[src/rtl/serial_twos_comp_n.sv]
// Multi-channel LSB-first serial unit: pass, two's-complement negate or one's complement per frame.
// All outputs are registered, with one cycle of latency from each processed input beat.
module serial_twos_comp_n #(
    parameter int W  = 8,
    parameter int CH = 4
) (
    input  logic          clk,
    input  logic          reset,
    input  logic          in_valid,
    input  logic          in_first,
    input  logic [1:0]    mode,
    input  logic [CH-1:0] din,
    output logic [CH-1:0] dout,
    output logic          out_valid,
    output logic          out_first,
    output logic          out_last,
    output logic [CH-1:0] ovf,
    output logic          abort
);
    localparam int CW = $clog2(W);
    localparam logic [0:0]    S_IDLE   = 1'b0;
    localparam logic [0:0]    S_RUN    = 1'b1;
    localparam logic [CW-1:0] LAST_IDX = CW'(W - 1);

    logic [0:0]    r_state;
    logic [CW-1:0] r_cnt;
    logic [CH-1:0] r_seen;
    logic [1:0]    r_mode;
    logic [CH-1:0] r_dout;
    logic [CH-1:0] r_ovf;
    logic          r_valid;
    logic          r_first;
    logic          r_last;
    logic          r_abort;

    logic          w_start;
    logic          w_proc;
    logic [1:0]    w_mode;
    logic [CH-1:0] w_seen;
    logic [CW-1:0] w_idx;
    logic          w_last;
    logic          w_neg;
    logic          w_inv;
    logic [CH-1:0] w_bits;
    logic [CH-1:0] w_ovf;

    // An in_first beat always begins a fresh frame, so seen/mode/index come from the beat itself.
    assign w_start = in_valid & in_first;
    assign w_proc  = in_valid & (in_first | (r_state == S_RUN));
    assign w_mode  = w_start ? mode : r_mode;
    assign w_seen  = w_start ? '0 : r_seen;
    assign w_idx   = w_start ? '0 : r_cnt;
    assign w_last  = (w_idx == LAST_IDX);
    assign w_neg   = (w_mode == 2'b01);
    assign w_inv   = (w_mode == 2'b10);

    generate
        for (genvar gi = 0; gi < CH; gi++) begin : g_chan
            assign w_bits[gi] = w_neg ? (din[gi] ^ w_seen[gi]) :
                                w_inv ? ~din[gi] : din[gi];
            // Only -2^(W-1) reaches the sign bit with no earlier 1 and a 1 on top.
            assign w_ovf[gi]  = w_neg & w_last & din[gi] & ~w_seen[gi];
        end
    endgenerate

    always_ff @(posedge clk or negedge reset) begin
        if (!reset) begin
            r_state <= S_IDLE;
            r_cnt   <= '0;
            r_seen  <= '0;
            r_mode  <= 2'b00;
            r_dout  <= '0;
            r_ovf   <= '0;
            r_valid <= 1'b0;
            r_first <= 1'b0;
            r_last  <= 1'b0;
            r_abort <= 1'b0;
        end else begin
            r_valid <= w_proc;
            r_first <= w_proc & (w_idx == '0);
            r_last  <= w_proc & w_last;
            r_abort <= w_start & (r_state == S_RUN);
            r_dout  <= w_proc ? w_bits : '0;
            r_ovf   <= w_proc ? w_ovf : '0;
            if (w_proc) begin
                r_mode <= w_mode;
                r_seen <= w_seen | din;
                if (w_last) begin
                    r_state <= S_IDLE;
                    r_cnt   <= '0;
                end else begin
                    r_state <= S_RUN;
                    r_cnt   <= w_idx + CW'(1);
                end
            end
        end
    end

    assign dout      = r_dout;
    assign out_valid = r_valid;
    assign out_first = r_first;
    assign out_last  = r_last;
    assign ovf       = r_ovf;
    assign abort     = r_abort;
endmodule

[config.mk]
export PLATFORM = sky130hd
export DESIGN_NAME = serial_twos_comp_n
export DESIGN_NICKNAME = d
export VERILOG_FILES = /design/src/rtl/serial_twos_comp_n.sv
export SDC_FILE = /design/constraint.sdc
export NUM_CORES = 1
export LEC_CHECK = 0
export CAP_MARGIN = 30
export CORE_ASPECT_RATIO = 0.5
export CORE_UTILIZATION = 24
export DETAILED_ROUTE_END_ITERATION = 16
export PLACE_DENSITY = 0.52
export SYNTH_ARGS = -nofsm -noshare
export SYNTH_HDL_FRONTEND = slang
export SYNTH_SLANG_ARGS = --single-unit
[constraint.sdc]
create_clock -name clk -period 2.6 [get_ports clk]
set_input_delay 0.26 -clock clk [delete_from_list [all_inputs] [get_ports clk]]
set_output_delay 0.26 -clock clk [all_outputs]
set_load 0.03 [all_outputs]
==> insert_results.sql <==
INSERT INTO impl_metrics (metric_group, metric, value, unit) VALUES
('synthesis', 'dominant_cell_by_count_in_the_synthesized_netlist', 'sky130_fd_sc_hd__dfrtp_1', ''),
('finish', 'finish.utilization', '34.8', '%'),
('clock_network', 'worst_setup_hold_path_clk_slew', '80', 'ps'),
('critical_path', 'crit_path_start_kind', 'input port', ''),
('synthesis', 'mappedNetlistArea', '0.00104', 'mm^2'),
('critical_path', 'r2r_start', 'r_cnt[0]$_DFFE_PN0P_', ''),
('timing', 'fin_crit_sh', '72.0', '%'),
('detailed_routing', 'vias_per_cell', '4.14', ''),
('synthesis', 'synth_edf_count', '0', ''),
('detailed_routing', 'via_count', '728', ''),
('critical_path', 'register_to_register_setup_slack', '1040', 'ps'),
('timing', 'setup_skew_after_layout', '2.33', 'ps'),
('critical_path', 'crit_path_top_delay_cell', 'sky130_fd_sc_hd__clkdlybuf4s50_1', ''),
('timing', 'timing_worst_slew_pin_value', '311', 'ps'),
('synthesis', 'yosys.cell_types.count', '25', ''),
('synthesis', 'yosys_warnings', '0', ''),
('worst_hold_path', 'holdCritPathClass', 'input port to asynchronous set/reset pin', ''),
('detailed_routing', 'drt.antenna.violating_nets', '0', ''),
('synthesis', 'synth.top_cells.by_area', 'sky130_fd_sc_hd__dfrtp_1 53%, sky130_fd_sc_hd__ha_1 8.4%, sky130_fd_sc_hd__nand2_1 5.8%', ''),
('finish', 'finish.net_count', '140', ''),
('clock_network', 'worst_skew_pair.late_latency', '260', 'ps'),
('synthesis', 'synthFlopType', 'sky130_fd_sc_hd__dfrtp_1', ''),
('clock_network', 'holdBufCountCts', '0', ''),
('detailed_routing', 'routed_wirelength', '1990', 'um'),
('critical_path', 'critical_path_buf_inv_count', '2', ''),
('global_routing', 'grt.overflow.total', '0', ''),
('critical_path', 'timing.critical_path.to_type', 'flip-flop', ''),
('critical_path', 'crit_fanout', '7', ''),
('flow_run', 'drv.max_cap_violation_count', '0', ''),
('timing', 'timing.max_slew.rel_slack', '79.2', '%'),
('placed_design', 'place.detailed.hpwl', '1450', 'um'),
('synthesis', 'post-synth-top-area-fraction', '52.9', '%'),
('timing', 'finalSetupViolCount', '0', ''),
('run_status', 'outcome', 'finished clean', ''),
('critical_path', 'timing.critical_path.slowest_cell_delay', '600', 'ps'),
('synthesis', 'synth-seq-area-share', '52.9', '%'),
('synthesis', 'yosys.area.top_type', 'sky130_fd_sc_hd__dfrtp_1', ''),
('die', 'start_util', '25.8', '%'),
('placed_design', 'place.gp.congestion', '0.712', ''),
('global_routing', 'grt_antenna_before_repair', '0', ''),
('timing', 'max_freq', '534', 'MHz'),
('synthesis', 'synth.cells.most_frequent', '22 x sky130_fd_sc_hd__dfrtp_1, 16 x sky130_fd_sc_hd__nand2_1, 8 x sky130_fd_sc_hd__inv_1, 7 x sky130_fd_sc_hd__ha_1', ''),
('clock_network', 'htree_levels', '1', ''),
('die', 'core_rows', '16', ''),
('detailed_routing', 'routed_wire_length_per_instance', '11.3', 'um'),
('timing', 'final_period_minus_worst_setup_slack', '1870', 'ps'),
('finish', 'syn_to_final_growth', '34.5', '%'),
('power', 'p_leak', '0.000670', 'uW'),
('critical_path', 'timing.setup.critical_path_class', 'input port to flip-flop', ''),
('die', 'fp.dieArea', '0.00462', 'mm^2'),
('critical_path', 'cp_top_family', 'simple AND/OR/NAND/NOR gates', ''),
('placed_design', 'port-buffer-count', '21', ''),
('timing', 'hold_violations', '0', ''),
('critical_path', 'timing.critical_path.cells', 'clkdlybuf4s50_1 > nand2_2 > nand2_1 > inv_1 > ha_1 > ha_1 > and2_4 > and2_1 > and3_1', ''),
('power', 'ir_drop', '0.185', 'mV'),
('critical_path', 'cpMostUsedCell', 'sky130_fd_sc_hd__ha_1', ''),
('detailed_routing', 'drt_first_pass_iters', '3', ''),
('clock_network', 'tritoncts', 'built', ''),
('die', 'core-area', '0.00402', 'mm^2'),
('clock_network', 'cts_buffer_depth', '2', ''),
('clock_network', 'cts_num_sinks', '22', ''),
('timing', 'slew_violations', '0', ''),
('power', 'power-per-cell-area', '725', 'mW/mm^2'),
('clock_network', 'tritoncts_buffer_count', '3', ''),
('die', 'num_io_pins', '22', ''),
('clock_network', 'cts_resized', '0', ''),
('global_routing', 'wire_length_of_the_first_global_routing_pass', '3490', 'um'),
('global_routing', 'number_of_global_route_vias_before_repair', '746', ''),
('global_routing', 'grt_usage', '10.3', '%'),
('finish', 'final_layout_size_suffix_gt1_share', '12.3', '%'),
('timing', 'tns', '0', 'ps');
-- worst max-delay path by stage --
stage	start	endpoint	slack (ps)	depth (start not counted)
floorplan	in_valid	ovf[1]$_DFF_PN0_	930	10
global placement	in_first	ovf[1]$_DFF_PN0_	480	9
detailed placement	in_first	ovf[1]$_DFF_PN0_	430	9
CTS	in_first	ovf[1]$_DFF_PN0_	730	9
global route	in_first	ovf[3]$_DFF_PN0_	560	9
finish	in_first	ovf[1]$_DFF_PN0_	730	9
-- worst reg2reg max path, delay by kind of cell (launching register included) --
family | cells | cell delay [ps]
adder cells (fa/ha/maj) | 2 | 400
flip-flops | 1 | 410
buffers and inverters | 1 | 50
AND/OR/NAND/NOR | 4 | 610
-- routing by layer --
layer | share of wire, % | track usage (%)
met1 | 50 | 13.7
met2 | 46 | 15.7
met5 | 0 | 0
met4 | 1.1 | 3.79
met3 | 3.0 | 2.99
-- metrics by stage --
step,cell area (um^2),instances,setup slack (ps)
after floorplan,1040,96,935
after global placement,1330,172,483
after detailed placement,1330,172,431
after CTS,1400,176,727
after global routing,1400,176,555
final,1400,176,727
-- final cells by class --
type | instances | area (um^2)
Clock buffer | 3 | 41.3
Clock inverter | 1 | 30.0
Fill cell | 405 | 2630
Inverter | 9 | 33.8
Multi-Input combinational cell | 62 | 435
Sequential cell | 22 | 551
Tap cell | 54 | 67.6
Timing Repair Buffer | 25 | 240
-- sequential cells by signal, summed over array words and instances (netlist names) --
name / flops
abort: 1
dout: 4
out_first: 1
out_last: 1
out_valid: 1
ovf: 4
r_cnt: 3
r_mode: 2
r_seen: 4
r_state: 1
-- placed cells by master (no fill, tap or decap) --
cell	count
sky130_fd_sc_hd__inv_1	8
sky130_fd_sc_hd__and4b_1	2
sky130_fd_sc_hd__nand2_2	1
sky130_fd_sc_hd__o21ai_1	4
sky130_fd_sc_hd__bufinv_16	1
sky130_fd_sc_hd__nand3_1	5
sky130_fd_sc_hd__a31o_4	2
sky130_fd_sc_hd__mux2_1	2
sky130_fd_sc_hd__o21ai_2	1
sky130_fd_sc_hd__clkdlybuf4s50_1	21
sky130_fd_sc_hd__inv_2	1
sky130_fd_sc_hd__clkbuf_8	3
sky130_fd_sc_hd__and3_1	5
sky130_fd_sc_hd__and2_4	1
sky130_fd_sc_hd__nand2_1	16
sky130_fd_sc_hd__or2_4	1
sky130_fd_sc_hd__xnor2_1	4
sky130_fd_sc_hd__o21ai_0	4
sky130_fd_sc_hd__buf_4	4
sky130_fd_sc_hd__nor3b_1	1
sky130_fd_sc_hd__ha_1	7
sky130_fd_sc_hd__o21a_1	1
sky130_fd_sc_hd__a21oi_1	2
sky130_fd_sc_hd__and2_1	2
sky130_fd_sc_hd__dfrtp_1	22
sky130_fd_sc_hd__o22a_1	1
-- power by group --
group          switching (uW)  internal, uW
registers                29.2           398
clock network             118           206
logic                     143           120
total                     290           724
-- cell families (layout without fill, tap and decap cells) --
logic type | after synthesis | in the layout | share of synthesized area [%]
DFF | 22 | 22 | 52.9
AOI/OAI and AO/OA | 15 | 15 | 10.6
xor gates and xnor gates | 4 | 4 | 3.37
adders and majority gates | 7 | 7 | 8.42
muxes | 2 | 2 | 2.17
buffers and inverters | 12 | 38 | 5.17
and+or+nand+nor | 34 | 34 | 17.3
Note: power is estimated with default switching activity, not from simulation.
==> variant 1, RTL diff (same flow settings) <==
Take the reset off `r_dout` and load it in a clocked block of its own.
--- a/src/rtl/serial_twos_comp_n.sv
+++ b/src/rtl/serial_twos_comp_n.sv
@@ -70,5 +70,4 @@
             r_seen  <= '0;
             r_mode  <= 2'b00;
-            r_dout  <= '0;
             r_ovf   <= '0;
             r_valid <= 1'b0;
@@ -81,5 +80,4 @@
             r_last  <= w_proc & w_last;
             r_abort <= w_start & (r_state == S_RUN);
-            r_dout  <= w_proc ? w_bits : '0;
             r_ovf   <= w_proc ? w_ovf : '0;
             if (w_proc) begin
@@ -97,4 +95,8 @@
     end
 
+    always_ff @(posedge clk) begin
+        r_dout <= w_proc ? w_bits : '0;
+    end
+
     assign dout      = r_dout;
     assign out_valid = r_valid;
Function: changed (a bounded check fails within 4 cycles, from zero or initial values and one cycle with reset low).
==> variant 1 against the unedited design <==
- wire length down 1.1%
- design area down 2.3%
- count of clock-buffer cells in the layout unchanged
- register-to-register slack worse by 0.04 ns
- power down 0.43%
- setup slack worse by 0.20 ns
- sequential cell count unchanged
- maximum frequency down 9.7%
- area after synthesis down 2.2%
- critical endpoint is now ovf[0]
- largest power group unchanged
==> variant 1: results (changes against the unedited design) <==
* Run status: finished, final reports clean
* Cells taking the most area after synthesis: sky130_fd_sc_hd__dfrtp_1 44%, sky130_fd_sc_hd__ha_1 8.6%, sky130_fd_sc_hd__dfxtp_1 7.9%, sky130_fd_sc_hd__nand2_1 6.6%, sky130_fd_sc_hd__a31o_4 3.4%
* Hpwl dp at 1.46 mm (+0.80%)
* Sequential share of the synthesized area at 52.2% (-0.80 points)
* Iteration-0 DRC Markers at 36 (+5.9%)
* Post-Synth XOR/XNOR Area at 3.44% (+0.075 points)
* Share of synthesized registers carrying an async set or reset at 81.8% (-18 points)
* Clock network power share at 31.8% (about the same)
* Number of detailed-routing iterations run before antenna repair at 2 (-1)
* IR Drop Worst-Case VDD at 0.259 mV (+40%)
* Highest fanout seen on the critical path at 8 (+1)
* Number of library cell types mapped by synthesis at 24 (-4.0%)
* Area added between synthesis and finish at 34.3%
* Multi-input logic portion of the cell area at 31.5% (+0.37 points)
* Most numerous cell types in the synthesized netlist: 18 x sky130_fd_sc_hd__dfrtp_1, 18 x sky130_fd_sc_hd__nand2_1, 8 x sky130_fd_sc_hd__inv_1
* Post-Synth Adder-Cell Area at 8.61% (+0.19 points)
* Placed inst area at 1290 um2 (-2.5%)
* Register Area at 531 um2 (-3.6%)
* Proportion of synthesized area in mux cells at 2.21% (+0.048 points)
* R2R setup slack at 1.00 ns (-0.04 ns)
* Cell count after synthesis at 97 (+1.0%)
* Combinational fraction of design power at 25.7% (-0.2 points)
* Static leakage at 0.648 nW (-3.3%)
* Detailed Route WL at 1.97 mm (-1.1%)
* GPL Wtd Cong at 0.696 (-2.3%)
* Non-clock buffers, area share at 17.0% (-0.14 points)
* Layout multi-input combinational cell count at 63 (+1.6%)
* Synthesized-area fraction occupied by ao, oa, aoi and oai cells at 10.8% (+0.23 points)
* Average vias per placed instance at 4.09 (-1.1%)
* WP data arrival at 2.24 ns (+0.20 ns)
* Clock tree cell share of total cell area at 5.22% (+0.12 points)
* First-pass GRT wire length at 3.11 mm (-11%)
* Overall track demand over capacity in global routing at 9.50% (-0.76 points)
* Share of final-layout standard cells stronger than drive strength 1 at 11.5% (-0.82 points)
* Area of the core at 3980 um2 (-1.0%)
[variant 1: metal layers]
layer / GRT usage (%) / up-vias / wire (um)
li1: - / 370 / -
met1: 11.9 / 339 / 982
met2: 15.9 / 11 / 905
met3: 3.97 / 0 / 78
met4: 1.85 / 0 / 0
met5: 0 / - / 0
[variant 1: per-stage QoR]
stage	power, W	setup slack [ns]
global placement	0.000697	0.318
floorplan	0.000601	0.925
global route	0.00107	0.386
CTS	0.00102	0.499
finish	0.00101	0.526
detailed placement	0.000699	0.217
[variant 1: path summary, 6_finish.rpt]
path                                   to  depth (start not counted)
worst max-delay path               ovf[0]                          9
worst max register to register     ovf[0]                          7
max in group asynchronous       r_seen[2]                          1
min in group clk                 r_cnt[2]                          2
worst min-delay path            r_mode[1]                          1
worst min register to register   r_cnt[2]                          2
[variant 1: worst max-delay path, delay by kind of cell]
family                     cells  cell delay [ns]
buffers and inverters          2             0.65
adders and majority gates      2             0.41
and+or+nand+nor                5             0.91
==> variant 2, RTL diff (same settings) <==
Without the edit above. Change the parameter `W` from 8 to 32.
--- a/src/rtl/serial_twos_comp_n.sv
+++ b/src/rtl/serial_twos_comp_n.sv
@@ -2,5 +2,5 @@
 // All outputs are registered, with one cycle of latency from each processed input beat.
 module serial_twos_comp_n #(
-    parameter int W  = 8,
+    parameter int W  = 32,
     parameter int CH = 4
 ) (
Check against the original RTL: not equivalent (Yosys sat finds a counterexample within 10 cycles, from zero or initial values and one cycle with reset low).
==> variant 2 against the unedited design <==
- sequential share of layout area barely moved
- area after synthesis up 13%
- design area is 9.2% higher
- hold slack gained 0.023 ns
- global-route usage up 0.13 points
- wire length increased by 21%
- sequential cell count increased by 2
- setup slack worse by 0.056 ns
- power fell by 12%
- clock skew up 0.00052 ns
- die area is 12% higher
- critical path type unchanged
==> variant 2: results (changes against the unedited design) <==
* Run status: finished, final reports clean
* Share of final-layout standard cells stronger than drive strength 1 at 11.9% (-0.41 points)
* Reg-to-reg endpoint: ovf[0]
* WP data arrival at 2.08 ns (+0.04 ns)
* Number of library cell types mapped by synthesis at 30 (+20%)
* Number of nets in the finished design at 161 (+15%)
* Sequential share of the synthesized area at 51.3% (-1.6 points)
* Number of levels in the clock H-tree at 1 (unchanged)
* P_comb at 0.000210 W (-20%)
* Detailed Route WL at 2.41 mm (+21%)
* Number of standard cells in the final layout excluding fillers at 209 (+19%)
* Total setup buffers inserted after CTS at 0 (unchanged)
* Worst hold margin at 0.359 ns (+0.0235 ns)
* Yosys Warn Count at 0 (unchanged)
* Iteration-0 DRC Markers at 32 (-5.9%)
* Cell-internal power at 0.000642 W (-11%)
* CP Launch Point: in_valid
* First-pass GRT wire length at 4.08 mm (+17%)
* Maximum clock path buffer count at 2 (unchanged)
* Power consumed by the clock network at 0.000245 W (-24%)
* Initial antenna violation count at 0 (unchanged)
* Flip-flop count of the largest register after layout at 5
* Cells taking the most area after synthesis: sky130_fd_sc_hd__dfrtp_1 51%, sky130_fd_sc_hd__nand2_1 8.3%, sky130_fd_sc_hd__ha_1 7.5%, sky130_fd_sc_hd__and3_1 3.2%, sky130_fd_sc_hd__inv_1 2.6%
* GPL Wtd Cong at 0.768 (+7.8%)
* Hpwl dp at 1.83 mm (+26%)
* Max Clk Rate at 519 MHz (-2.9%)
* Max-slew headroom at 79.3% (about the same)
* Combinational fraction of design power at 23.6% (-2.3 points)
* Static leakage at 0.727 nW (+8.6%)
* Number of detailed-routing iterations run before antenna repair at 4 (+1)
* Clock root buffer: sky130_fd_sc_hd__clkbuf_8
* Cell depth of the worst flop-to-flop path at 9 (+2)
* Overall track demand over capacity in global routing at 10.4% (+0.13 points)
* Cell with the most instances after synthesis: sky130_fd_sc_hd__nand2_1
* Setup slack after placement at 0.383 ns (-0.0486 ns)
* Most numerous cell types in the synthesized netlist: 26 x sky130_fd_sc_hd__nand2_1, 24 x sky130_fd_sc_hd__dfrtp_1, 8 x sky130_fd_sc_hd__inv_1
* Worst path max stage delay at 0.47 ns (-0.13 ns)
* Clk_skew at 0.00285 ns (+0.000517 ns)
* Antenna cell count at 0 (unchanged)
* Kind of end point of the critical path: flop
* Cell count after synthesis at 117 (+22%)
* Placed inst area at 1470 um2 (+11%)
* Cell family contributing the most delay on the critical path: simple AND/OR/NAND/NOR gates
* Post-Synthesis Net Count at 134 (+19%)
* Highest fanout seen on the critical path at 5 (-2)
* R2R setup slack at 0.89 ns (-0.15 ns)
* Vias in the first global route at 863 (+16%)
* IR Drop Worst-Case VDD at 0.194 mV (+4.8%)
* Average vias per placed instance at 4.20 (+1.6%)
* Maximum number of pins on one net before global-route repair at 25 (+8.7%)
-- variant 2: routing by layer --
metal  vias up  share of wire [%]  global-route usage (%)
met5         -                  0                       0
met2         9                 49                    17.8
li1        443                  -                       -
met1       424                 48                    13.4
met4         0               0.42                    1.45
met3         2                2.7                    3.01
-- variant 2: cell families (layout without fill, tap and decap cells) --
| kind of cell | after synthesis | after routing | synth area share, % |
|---|---|---|---|
| AO/OA/AOI/OAI | 21 | 21 | 13.0 |
| XOR/XNOR | 3 | 3 | 2.25 |
| adder cells (fa/ha/maj) | 7 | 7 | 7.49 |
| buffers and inverters | 13 | 39 | 5.24 |
| flip-flops | 24 | 24 | 51.3 |
| AND/OR/NAND/NOR | 49 | 49 | 20.6 |
-- variant 2: layout make-up --
class	instances	area, um2
Sequential cell	24	601
Inverter	9	33.8
Clock buffer	4	55.1
Tap cell	66	82.6
Timing Repair Buffer	26	248
Fill cell	457	3000
Multi-Input combinational cell	80	508
